**config.mk**
```make
export PLATFORM = sky130hd
export DESIGN_NAME = alu_result_stage_flat
export DESIGN_NICKNAME = d
export VERILOG_FILES = /design/src/rtl/alu_result_stage_pkg.sv /design/src/rtl/alu_result_stage_if.sv /design/src/rtl/alu_result_stage_skid_buffer.sv /design/src/rtl/alu_result_stage.sv /design/src/flat_wrapper.sv
export SDC_FILE = /design/constraint.sdc
export NUM_CORES = 1
export LEC_CHECK = 0
export CAP_MARGIN = 15
export CORE_ASPECT_RATIO = 1.25
export CORE_MARGIN = 5
export CORE_UTILIZATION = 45
export DETAILED_ROUTE_END_ITERATION = 10
export HOLD_SLACK_MARGIN = 0.03
export PLACE_DENSITY = 0.82
export SLEW_MARGIN = 20
export SYNTH_ARGS = -nofsm -noshare
export SYNTH_HDL_FRONTEND = slang
export SYNTH_SLANG_ARGS = --single-unit
```
**constraint.sdc**
```tcl
create_clock -name clk -period 2.85 [get_ports clk]
set_clock_uncertainty 0.15 [all_clocks]
set_input_delay 0.7125 -clock clk [delete_from_list [all_inputs] [get_ports clk]]
set_output_delay 0.7125 -clock clk [all_outputs]
set_load 0.005 [all_outputs]
```
**src/rtl/alu_result_stage_pkg.sv**
```systemverilog
// ============================================================================
// alu_result_stage_pkg : shared widths, EX/MEM entry type and skid states
// Rev 1.0
// ============================================================================
`default_nettype none

package alu_result_stage_pkg;

  localparam int XLEN       = 32;
  localparam int REG_ADDR_W = 5;
  localparam int FUNCT3_W   = 3;

  typedef struct packed {
    logic [XLEN-1:0]       alu_out;
    logic [XLEN-1:0]       store_data;
    logic [REG_ADDR_W-1:0] rd;
    logic                  reg_we;
    logic                  mem_we;
    logic                  mem_re;
    logic [FUNCT3_W-1:0]   funct3;
  } ex_mem_t;

  typedef enum logic [1:0] {
    S_EMPTY = 2'd0,
    S_ONE   = 2'd1,
    S_FULL  = 2'd2
  } skid_state_t;

endpackage

`default_nettype wire

```
**src/rtl/alu_result_stage_if.sv**
```systemverilog
// ============================================================================
// alu_result_stage_if : execute-to-memory handshake bundle with entry fields
// Rev 1.0
// ============================================================================
`default_nettype none

interface alu_result_stage_if;
  import alu_result_stage_pkg::*;

  logic                  in_valid;
  logic                  in_ready;
  logic [XLEN-1:0]       in_alu_out;
  logic [XLEN-1:0]       in_store_data;
  logic [REG_ADDR_W-1:0] in_rd;
  logic                  in_reg_we;
  logic                  in_mem_we;
  logic                  in_mem_re;
  logic [FUNCT3_W-1:0]   in_funct3;
  logic                  flush;

  logic                  out_valid;
  logic                  out_ready;
  logic [XLEN-1:0]       out_alu_out;
  logic [XLEN-1:0]       out_store_data;
  logic [REG_ADDR_W-1:0] out_rd;
  logic                  out_reg_we;
  logic                  out_mem_we;
  logic                  out_mem_re;
  logic [FUNCT3_W-1:0]   out_funct3;

  // Stage side: consumes the in_* fields, drives the out_* fields
  modport slave (
    input  in_valid, in_alu_out, in_store_data, in_rd, in_reg_we,
           in_mem_we, in_mem_re, in_funct3, flush, out_ready,
    output in_ready, out_valid, out_alu_out, out_store_data, out_rd,
           out_reg_we, out_mem_we, out_mem_re, out_funct3
  );

  modport master (
    output in_valid, in_alu_out, in_store_data, in_rd, in_reg_we,
           in_mem_we, in_mem_re, in_funct3, flush, out_ready,
    input  in_ready, out_valid, out_alu_out, out_store_data, out_rd,
           out_reg_we, out_mem_we, out_mem_re, out_funct3
  );

endinterface

`default_nettype wire

```
**src/rtl/alu_result_stage_skid_buffer.sv**
```systemverilog
// ============================================================================
// skid_buffer : two-entry (main + skid) register slice with registered ready
// Rev 1.0
// ============================================================================
`default_nettype none

module skid_buffer
  import alu_result_stage_pkg::*;
#(
  parameter type T = ex_mem_t
) (
  input  wire logic clk,
  input  wire logic rst_n,
  input  wire logic flush,
  input  wire logic in_valid,
  output logic      in_ready,
  input  wire T     in_data,
  output logic      out_valid,
  input  wire logic out_ready,
  output T          out_data
);

  skid_state_t r_state;
  skid_state_t w_next;
  T            r_main;
  T            r_skid;
  logic        r_in_ready;
  logic        w_in_xfer;
  logic        w_out_xfer;
  logic        w_load_main;
  logic        w_load_skid;
  logic        w_skid_to_main;

  assign w_in_xfer  = in_valid && r_in_ready;
  assign w_out_xfer = out_valid && out_ready;

  always_comb begin
    w_next         = r_state;
    w_load_main    = 1'b0;
    w_load_skid    = 1'b0;
    w_skid_to_main = 1'b0;
    if (flush) begin
      w_next = S_EMPTY;
    end else begin
      unique case (r_state)
        S_EMPTY: if (w_in_xfer) begin
          w_next      = S_ONE;
          w_load_main = 1'b1;
        end
        S_ONE: begin
          if (w_in_xfer && w_out_xfer) begin
            w_load_main = 1'b1;
          end else if (w_in_xfer) begin
            w_next      = S_FULL;
            w_load_skid = 1'b1;
          end else if (w_out_xfer) begin
            w_next = S_EMPTY;
          end
        end
        S_FULL: if (w_out_xfer) begin
          w_next         = S_ONE;
          w_skid_to_main = 1'b1;
        end
        default: w_next = S_EMPTY;
      endcase
    end
  end

  // Ready is derived from the next state so it never depends on out_ready combinationally
  always_ff @(posedge clk) begin
    if (!rst_n) begin
      r_state    <= S_EMPTY;
      r_in_ready <= 1'b1;
      r_main     <= '0;
      r_skid     <= '0;
    end else begin
      r_state    <= w_next;
      r_in_ready <= (w_next != S_FULL);
      if (w_load_main)         r_main <= in_data;
      else if (w_skid_to_main) r_main <= r_skid;
      if (w_load_skid)         r_skid <= in_data;
    end
  end

  assign in_ready  = r_in_ready;
  assign out_valid = (r_state != S_EMPTY);
  assign out_data  = r_main;

endmodule

`default_nettype wire

```
**src/rtl/alu_result_stage.sv**
```systemverilog
// ============================================================================
// alu_result_stage : EX/MEM register slice with x0 write suppression
// Rev 1.0
// ============================================================================
`default_nettype none

module alu_result_stage
  import alu_result_stage_pkg::*;
(
  input wire logic          clk,
  input wire logic          rst_n,
  alu_result_stage_if.slave bus
);

  ex_mem_t w_in_entry;
  ex_mem_t w_out_entry;
  logic    w_out_valid;
  logic    w_in_ready;

  // Writes to x0 are dropped at capture so downstream never sees them
  always_comb begin
    w_in_entry            = '0;
    w_in_entry.alu_out    = bus.in_alu_out;
    w_in_entry.store_data = bus.in_store_data;
    w_in_entry.rd         = bus.in_rd;
    w_in_entry.reg_we     = bus.in_reg_we && (bus.in_rd != '0);
    w_in_entry.mem_we     = bus.in_mem_we;
    w_in_entry.mem_re     = bus.in_mem_re;
    w_in_entry.funct3     = bus.in_funct3;
  end

  skid_buffer #(
    .T (ex_mem_t)
  ) u_skid (
    .clk       (clk),
    .rst_n     (rst_n),
    .flush     (bus.flush),
    .in_valid  (bus.in_valid),
    .in_ready  (w_in_ready),
    .in_data   (w_in_entry),
    .out_valid (w_out_valid),
    .out_ready (bus.out_ready),
    .out_data  (w_out_entry)
  );

  assign bus.in_ready       = w_in_ready;
  assign bus.out_valid      = w_out_valid;
  assign bus.out_alu_out    = w_out_entry.alu_out;
  assign bus.out_store_data = w_out_entry.store_data;
  assign bus.out_rd         = w_out_entry.rd;
  assign bus.out_funct3     = w_out_entry.funct3;
  assign bus.out_reg_we     = w_out_valid && w_out_entry.reg_we;
  assign bus.out_mem_we     = w_out_valid && w_out_entry.mem_we;
  assign bus.out_mem_re     = w_out_valid && w_out_entry.mem_re;

endmodule

`default_nettype wire
```
**src/flat_wrapper.sv**
```systemverilog
// flat-port wrapper written by rule: the top's interface ports become plain ports
module alu_result_stage_flat import alu_result_stage_pkg::*;
  (clk, rst_n, bus_in_valid, bus_in_alu_out, bus_in_store_data, bus_in_rd, bus_in_reg_we, bus_in_mem_we, bus_in_mem_re, bus_in_funct3, bus_flush, bus_out_ready, bus_in_ready, bus_out_valid, bus_out_alu_out, bus_out_store_data, bus_out_rd, bus_out_reg_we, bus_out_mem_we, bus_out_mem_re, bus_out_funct3);
  alu_result_stage_if bus_i ();
  input wire logic clk;
  input wire logic rst_n;
  input wire logic [$bits(bus_i.in_valid)-1:0] bus_in_valid;
  input wire logic [$bits(bus_i.in_alu_out)-1:0] bus_in_alu_out;
  input wire logic [$bits(bus_i.in_store_data)-1:0] bus_in_store_data;
  input wire logic [$bits(bus_i.in_rd)-1:0] bus_in_rd;
  input wire logic [$bits(bus_i.in_reg_we)-1:0] bus_in_reg_we;
  input wire logic [$bits(bus_i.in_mem_we)-1:0] bus_in_mem_we;
  input wire logic [$bits(bus_i.in_mem_re)-1:0] bus_in_mem_re;
  input wire logic [$bits(bus_i.in_funct3)-1:0] bus_in_funct3;
  input wire logic [$bits(bus_i.flush)-1:0] bus_flush;
  input wire logic [$bits(bus_i.out_ready)-1:0] bus_out_ready;
  output wire logic [$bits(bus_i.in_ready)-1:0] bus_in_ready;
  output wire logic [$bits(bus_i.out_valid)-1:0] bus_out_valid;
  output wire logic [$bits(bus_i.out_alu_out)-1:0] bus_out_alu_out;
  output wire logic [$bits(bus_i.out_store_data)-1:0] bus_out_store_data;
  output wire logic [$bits(bus_i.out_rd)-1:0] bus_out_rd;
  output wire logic [$bits(bus_i.out_reg_we)-1:0] bus_out_reg_we;
  output wire logic [$bits(bus_i.out_mem_we)-1:0] bus_out_mem_we;
  output wire logic [$bits(bus_i.out_mem_re)-1:0] bus_out_mem_re;
  output wire logic [$bits(bus_i.out_funct3)-1:0] bus_out_funct3;
  assign bus_i.in_valid = bus_in_valid;
  assign bus_i.in_alu_out = bus_in_alu_out;
  assign bus_i.in_store_data = bus_in_store_data;
  assign bus_i.in_rd = bus_in_rd;
  assign bus_i.in_reg_we = bus_in_reg_we;
  assign bus_i.in_mem_we = bus_in_mem_we;
  assign bus_i.in_mem_re = bus_in_mem_re;
  assign bus_i.in_funct3 = bus_in_funct3;
  assign bus_i.flush = bus_flush;
  assign bus_i.out_ready = bus_out_ready;
  assign bus_in_ready = bus_i.in_ready;
  assign bus_out_valid = bus_i.out_valid;
  assign bus_out_alu_out = bus_i.out_alu_out;
  assign bus_out_store_data = bus_i.out_store_data;
  assign bus_out_rd = bus_i.out_rd;
  assign bus_out_reg_we = bus_i.out_reg_we;
  assign bus_out_mem_we = bus_i.out_mem_we;
  assign bus_out_mem_re = bus_i.out_mem_re;
  assign bus_out_funct3 = bus_i.out_funct3;
  alu_result_stage u_core (.clk(clk), .rst_n(rst_n), .bus(bus_i));
endmodule
```
; ---- After elaboration in Yosys (flattened, before gate mapping)
; Cells that the tools add are included.
[totals]
regBits = 153
wordCells = 49
output_inout_bits = 77
input_bits = 80
[op_classes]
n_mux = 19
n_eq_ne = 3
reduce_logical = 11
[ops]
columns = operator, n
row1 = 75-bit 2-to-1 mux, 2
row2 = 2-bit 2-to-1 mux, 6
row3 = 1-bit 2-to-1 mux, 9
row4 = 1-bit logical AND, 7
row5 = 2-bit case mux with 3 select lines, 1
row6 = 5-bit nonzero test, 1
row7 = 2-bit nonzero test, 2
row8 = 2-bit by 1-bit == test with 1-bit output (second input constant), 1
row9 = 2-bit == test (second input constant), 1
row10 = 2-bit zero test, 1
row11 = 2-bit != test (second input constant), 1
row12 = 1-bit case mux with 2 select lines, 1

; ---- Longest topological paths before layout
[logic_depth]
word_depth = 8
ltp_mapped = 7
depth_no_buf = 4

; ---- Hierarchy
; Synthesis repeated with hierarchy kept, for this count alone.
[unflattened]
hier_cells = 765
area_unflattened_um2 = 6099.6
[modules_own_cells]
columns = mod, n_inst, area_per_inst_um2, seq_area_each_um2, cells_per_inst
row1 = skid_buffer, 1, 6065.8, 3062.9, 760
row2 = alu_result_stage, 1, 33.8, 0.0, 5

; ---- Worst setup path after synthesis
; OpenSTA, ideal clock, no wires.
[synth_path]
kind = input to register
start = input bus_out_ready
end = register u_core.u_skid.r_skid[15] (netlist bit)
setup_time_ps = 122
arrival_ps = 1871
path_slack_ps = 707
stages = 6
required_ps = 2578
n_path_buf = 2
path_cell_list = nand2b_1 > or4_1 > buf_2 > buf_1 > nand2_1 > a21boi_0
[synth_between]
elab_chain_len = 5
[synth_lines]
columns = element, line
row1 = from (decl), flat_wrapper.sv:16  ; input wire logic [$bits(bus_i.out_ready)-1:0] bus_out_ready;
row2 = 1-bit logical AND, alu_result_stage_skid_buffer.sv:35  ; assign w_out_xfer = out_valid && out_ready;
row3 = 1-bit logical AND, alu_result_stage_skid_buffer.sv:51  ; if (w_in_xfer && w_out_xfer) begin
row4 = 1-bit 2-to-1 mux, alu_result_stage_skid_buffer.sv:51
row5 = 1-bit 2-to-1 mux, alu_result_stage_skid_buffer.sv:45  ; unique case (r_state)
row6 = 1-bit 2-to-1 mux, alu_result_stage_skid_buffer.sv:42  ; if (flush) begin
row7 = to (signal assigned), alu_result_stage_skid_buffer.sv:81  ; if (w_load_skid) r_skid <= in_data;
row8 = to (decl), alu_result_stage_skid_buffer.sv:26  ; T r_skid;
; Every way passes these cells.
; A chain may end at the register's enable or synchronous reset.

; ---- Worst setup path in the final report
[layout_path]
start = register u_core.u_skid.r_state[0]
end = output bus_out_mem_we
[layout_between]
elab_chain_len = 2
[layout_lines]
columns = element, line
row1 = from (decl), alu_result_stage_skid_buffer.sv:23  ; skid_state_t r_state;
row2 = from (signal assigned), alu_result_stage_skid_buffer.sv:77  ; r_state <= w_next;
row3 = 2-bit nonzero test, alu_result_stage_skid_buffer.sv:86  ; assign out_valid = (r_state != S_EMPTY);
row4 = 1-bit logical AND, alu_result_stage.sv:53  ; assign bus.out_mem_we = w_out_valid && w_out_entry.mem_we;
row5 = to (decl), flat_wrapper.sv:23  ; output wire logic [$bits(bus_i.out_mem_we)-1:0] bus_out_mem_we;
; Every way passes these cells.

==> impl_metrics.ini <==
[outcome]
outcome = complete, no violations

[job]
maxCapViolCount = 0

[floorplanning]
io_pins = 157
start_util_pct = 45.78
core_area_sq_mm = 0.01441
die_y_microns = 145.4
num_rows = 49
die-area_sq_mm = 0.01719
die_width_microns = 118.3

[synth]
yosysSeqAreaShare_pct = 46.44
ys_warn_count = 0
synthTopCellsByArea = dfxtp_1 46%, nand2_1 17%, buf_4 8.2%
yosys-top-cells-count = 302 x nand2_1, 153 x dfxtp_1, 75 x o21ai_1
synth_area_leader_cell = dfxtp_1
synthCells = 844
synth_flop_cell = dfxtp_1
yosysUniqueCellTypes = 27
post-synth-top-count-cell = nand2_1
synth_edf_count = 0
netlist_area_sq_mm = 0.006595
synth_area_per_cell_sq_um = 7.814
yosysTopAreaCellShare_pct = 46.44
yosys_register_bits = 153
synth_async_sr_flop_share_pct = 0
synthesis.nets = 924

[clock_tree]
cts-buffers-inserted = 17
cts_num_sinks = 153
postCtsSetupBuffers = 0
cts_tree = done
path_clk_slew_ps = 60
clock-root-buffer = clkbuf_16
cts_max_level = 4
clockBufferDepth = 2
clk_latency_ps = 410

[timing]
period_minus_slack_ps = 2610
worst_pin_slew_ps = 413.4
period_share_pct = 91.58
rsz0062_at_grt = false
maxSlewHeadroom_pct = 72.44
final.setup.tns_ps = 0
max_freq_mhz = 383.1
drv_slew = 0
setup_violations = 0
holdWs_ps = 303.7
finalHoldViolCount = 0

[critical_path]
critPathTopFamily = buffers and inverters
max_stage_delay_ps = 540
endpoint_kind = output pin
cp_slowest_cell = clkdlybuf4s50_1
rrSetupSlack_ps = 870
path_buf_inv = 1
crit_type = reg -> out
crit_fanout = 7
critPathArrivalTime_ps = 1750
cp.required_ps = 1990
worstSetupStartpointType = flip-flop
path_cells = nor2_1 -> nor2b_1 -> clkdlybuf4s50_1

[detailed_routing]
drtPass1Iterations = 5
ant_nets = 0
viasPerCell = 5.238
routed_wl_mm = 15.73
vias = 5689
drc = 0
wl_per_cell_microns = 14.48
drtIter0Drc = 437

[global_route]
grt-ovfl-total = 0
grt_usage_pct = 18.08
grt_pass1_vias = 5319
grt_pass1_wl_mm = 26.15
grt_max_degree = 77
antenna_found_initial = 0

[power]
combPwrFrac_pct = 10.3
vdd_ir_drop_max_v = 0.0003468
switchingPower_mw = 1.130
p_leak_nw = 2.829
clockPowerShare_pct = 45.0
swShare_pct = 22.21
p_int_mw = 3.958
power_density_mw_per_mm2 = 605.7
seqPwrFrac_pct = 44.6

[place]
place_area_sq_mm = 0.007801
dp.cells = 1056
gp_congestion = 0.7698
port_buffers = 156
dp_hpwl_mm = 9.983

[final_layout]
final_cell_count_no_fill = 1086
syn_to_final_growth_pct = 27.38
nets = 977
drive_above_1_share_pct = 5.837
finalInstanceArea_sq_mm = 0.008401
antenna_cells = 0

[hold_path]
hold_path.class = reg -> reg
## kinds of logic after synthesis
family          Yosys count  share of synthesized area [%]
simple gates            321                          19.10
compound gates          230                          21.80
flops                   153                          46.44
buf+inv                 140                          12.65
## area by class of cell
class                      count  area, sq um
clock buffer                  20        456.7
clock inverter                10        141.4
fill                        1260         6007
inverter                       1        3.754
multi-input combinational    551         2725
sequential                   153         3064
tap                          178        222.7
timing repair buffer         173         1787
## worst min-delay path, delay by kind of cell (launching register included)
family | cells | cell delay [ps]
DFF | 1 | 310
and+or+nand+nor | 1 | 50
AOI/OAI and AO/OA | 1 | 50
## flip-flops by register name, summed over array words and instances, names as in the netlist
name / count
u_core.u_skid.out_data: 75
u_core.u_skid.r_skid: 75
u_core.u_skid.r_state: 2
u_core.u_skid.in_ready: 1
## placed cells by master, fill, tap and decap left out, types with 2 or more instances in the layout
cell type and instances:
nand2_1 302, clkdlybuf4s50_1 155, dfxtp_1 152, o21ai_1 75, a31oi_1 74, a21boi_0 53, a21boi_1 21, clkbuf_16 17
buf_4 10, buf_12 8, nand2b_1 4, nor2_1 3, nor2b_1 3, bufinv_16 3, inv_6 3, o21ai_0 2
nand3_1 2, a21oi_1 2, clkinvlp_4 2, clkbuf_8 2, clkinv_2 2
## layer usage
layer | track usage [%] | wire length [microns] | up-vias
met1 | 22.50 | 6780 | 2649
met2 | 30.26 | 7678 | 157
met4 | 7.172 | 505 | 0
li1 | - | - | 2854
met5 | 0 | 0 | -
met3 | 4.121 | 762 | 29
## metrics by stage
step | utilization, % | worst slack [ps] | power (mW)
after floorplan | - | 706.5 | 2.609
after global placement | 54.15 | 106.7 | 2.839
after detailed placement | 54.15 | 37.95 | 2.847
after CTS | 58.30 | 66.29 | 5.143
after global routing | 58.31 | 99.77 | 5.297
final | 58.31 | 239.9 | 5.088
## timing repair
item,in CTS,in global routing
hold buffers,0,0
setup endpoints to repair,0,2
endpoints found under the hold margin,0,0
gates resized for setup,0,1
## worst paths after layout
check	from	to	cells past startpoint
max	u_core.u_skid.r_state[0]	bus_out_mem_we	3
min	u_core.u_skid.r_skid[29]	u_core.u_skid.r_skid[29]	2
max reg2reg	u_core.u_skid.r_state[0]	u_core.u_skid.r_skid[38]	5
min reg2reg	u_core.u_skid.r_skid[29]	u_core.u_skid.r_skid[29]	2
## power groups by stage
| stage | sequential, mW | combinational [mW] | clock (mW) |
|---|---|---|---|
| 4_1_cts | 2.27 | 0.531 | 2.34 |
| 6_report | 2.27 | 0.526 | 2.29 |
| 3_5_place_dp | 2.32 | 0.529 | 0 |
| 3_3_place_gp | 2.32 | 0.522 | 0 |
| 5_1_grt | 2.28 | 0.573 | 2.44 |
| 2_1_floorplan | 2.30 | 0.304 | 0 |
Power figures use the tool's default switching activity.
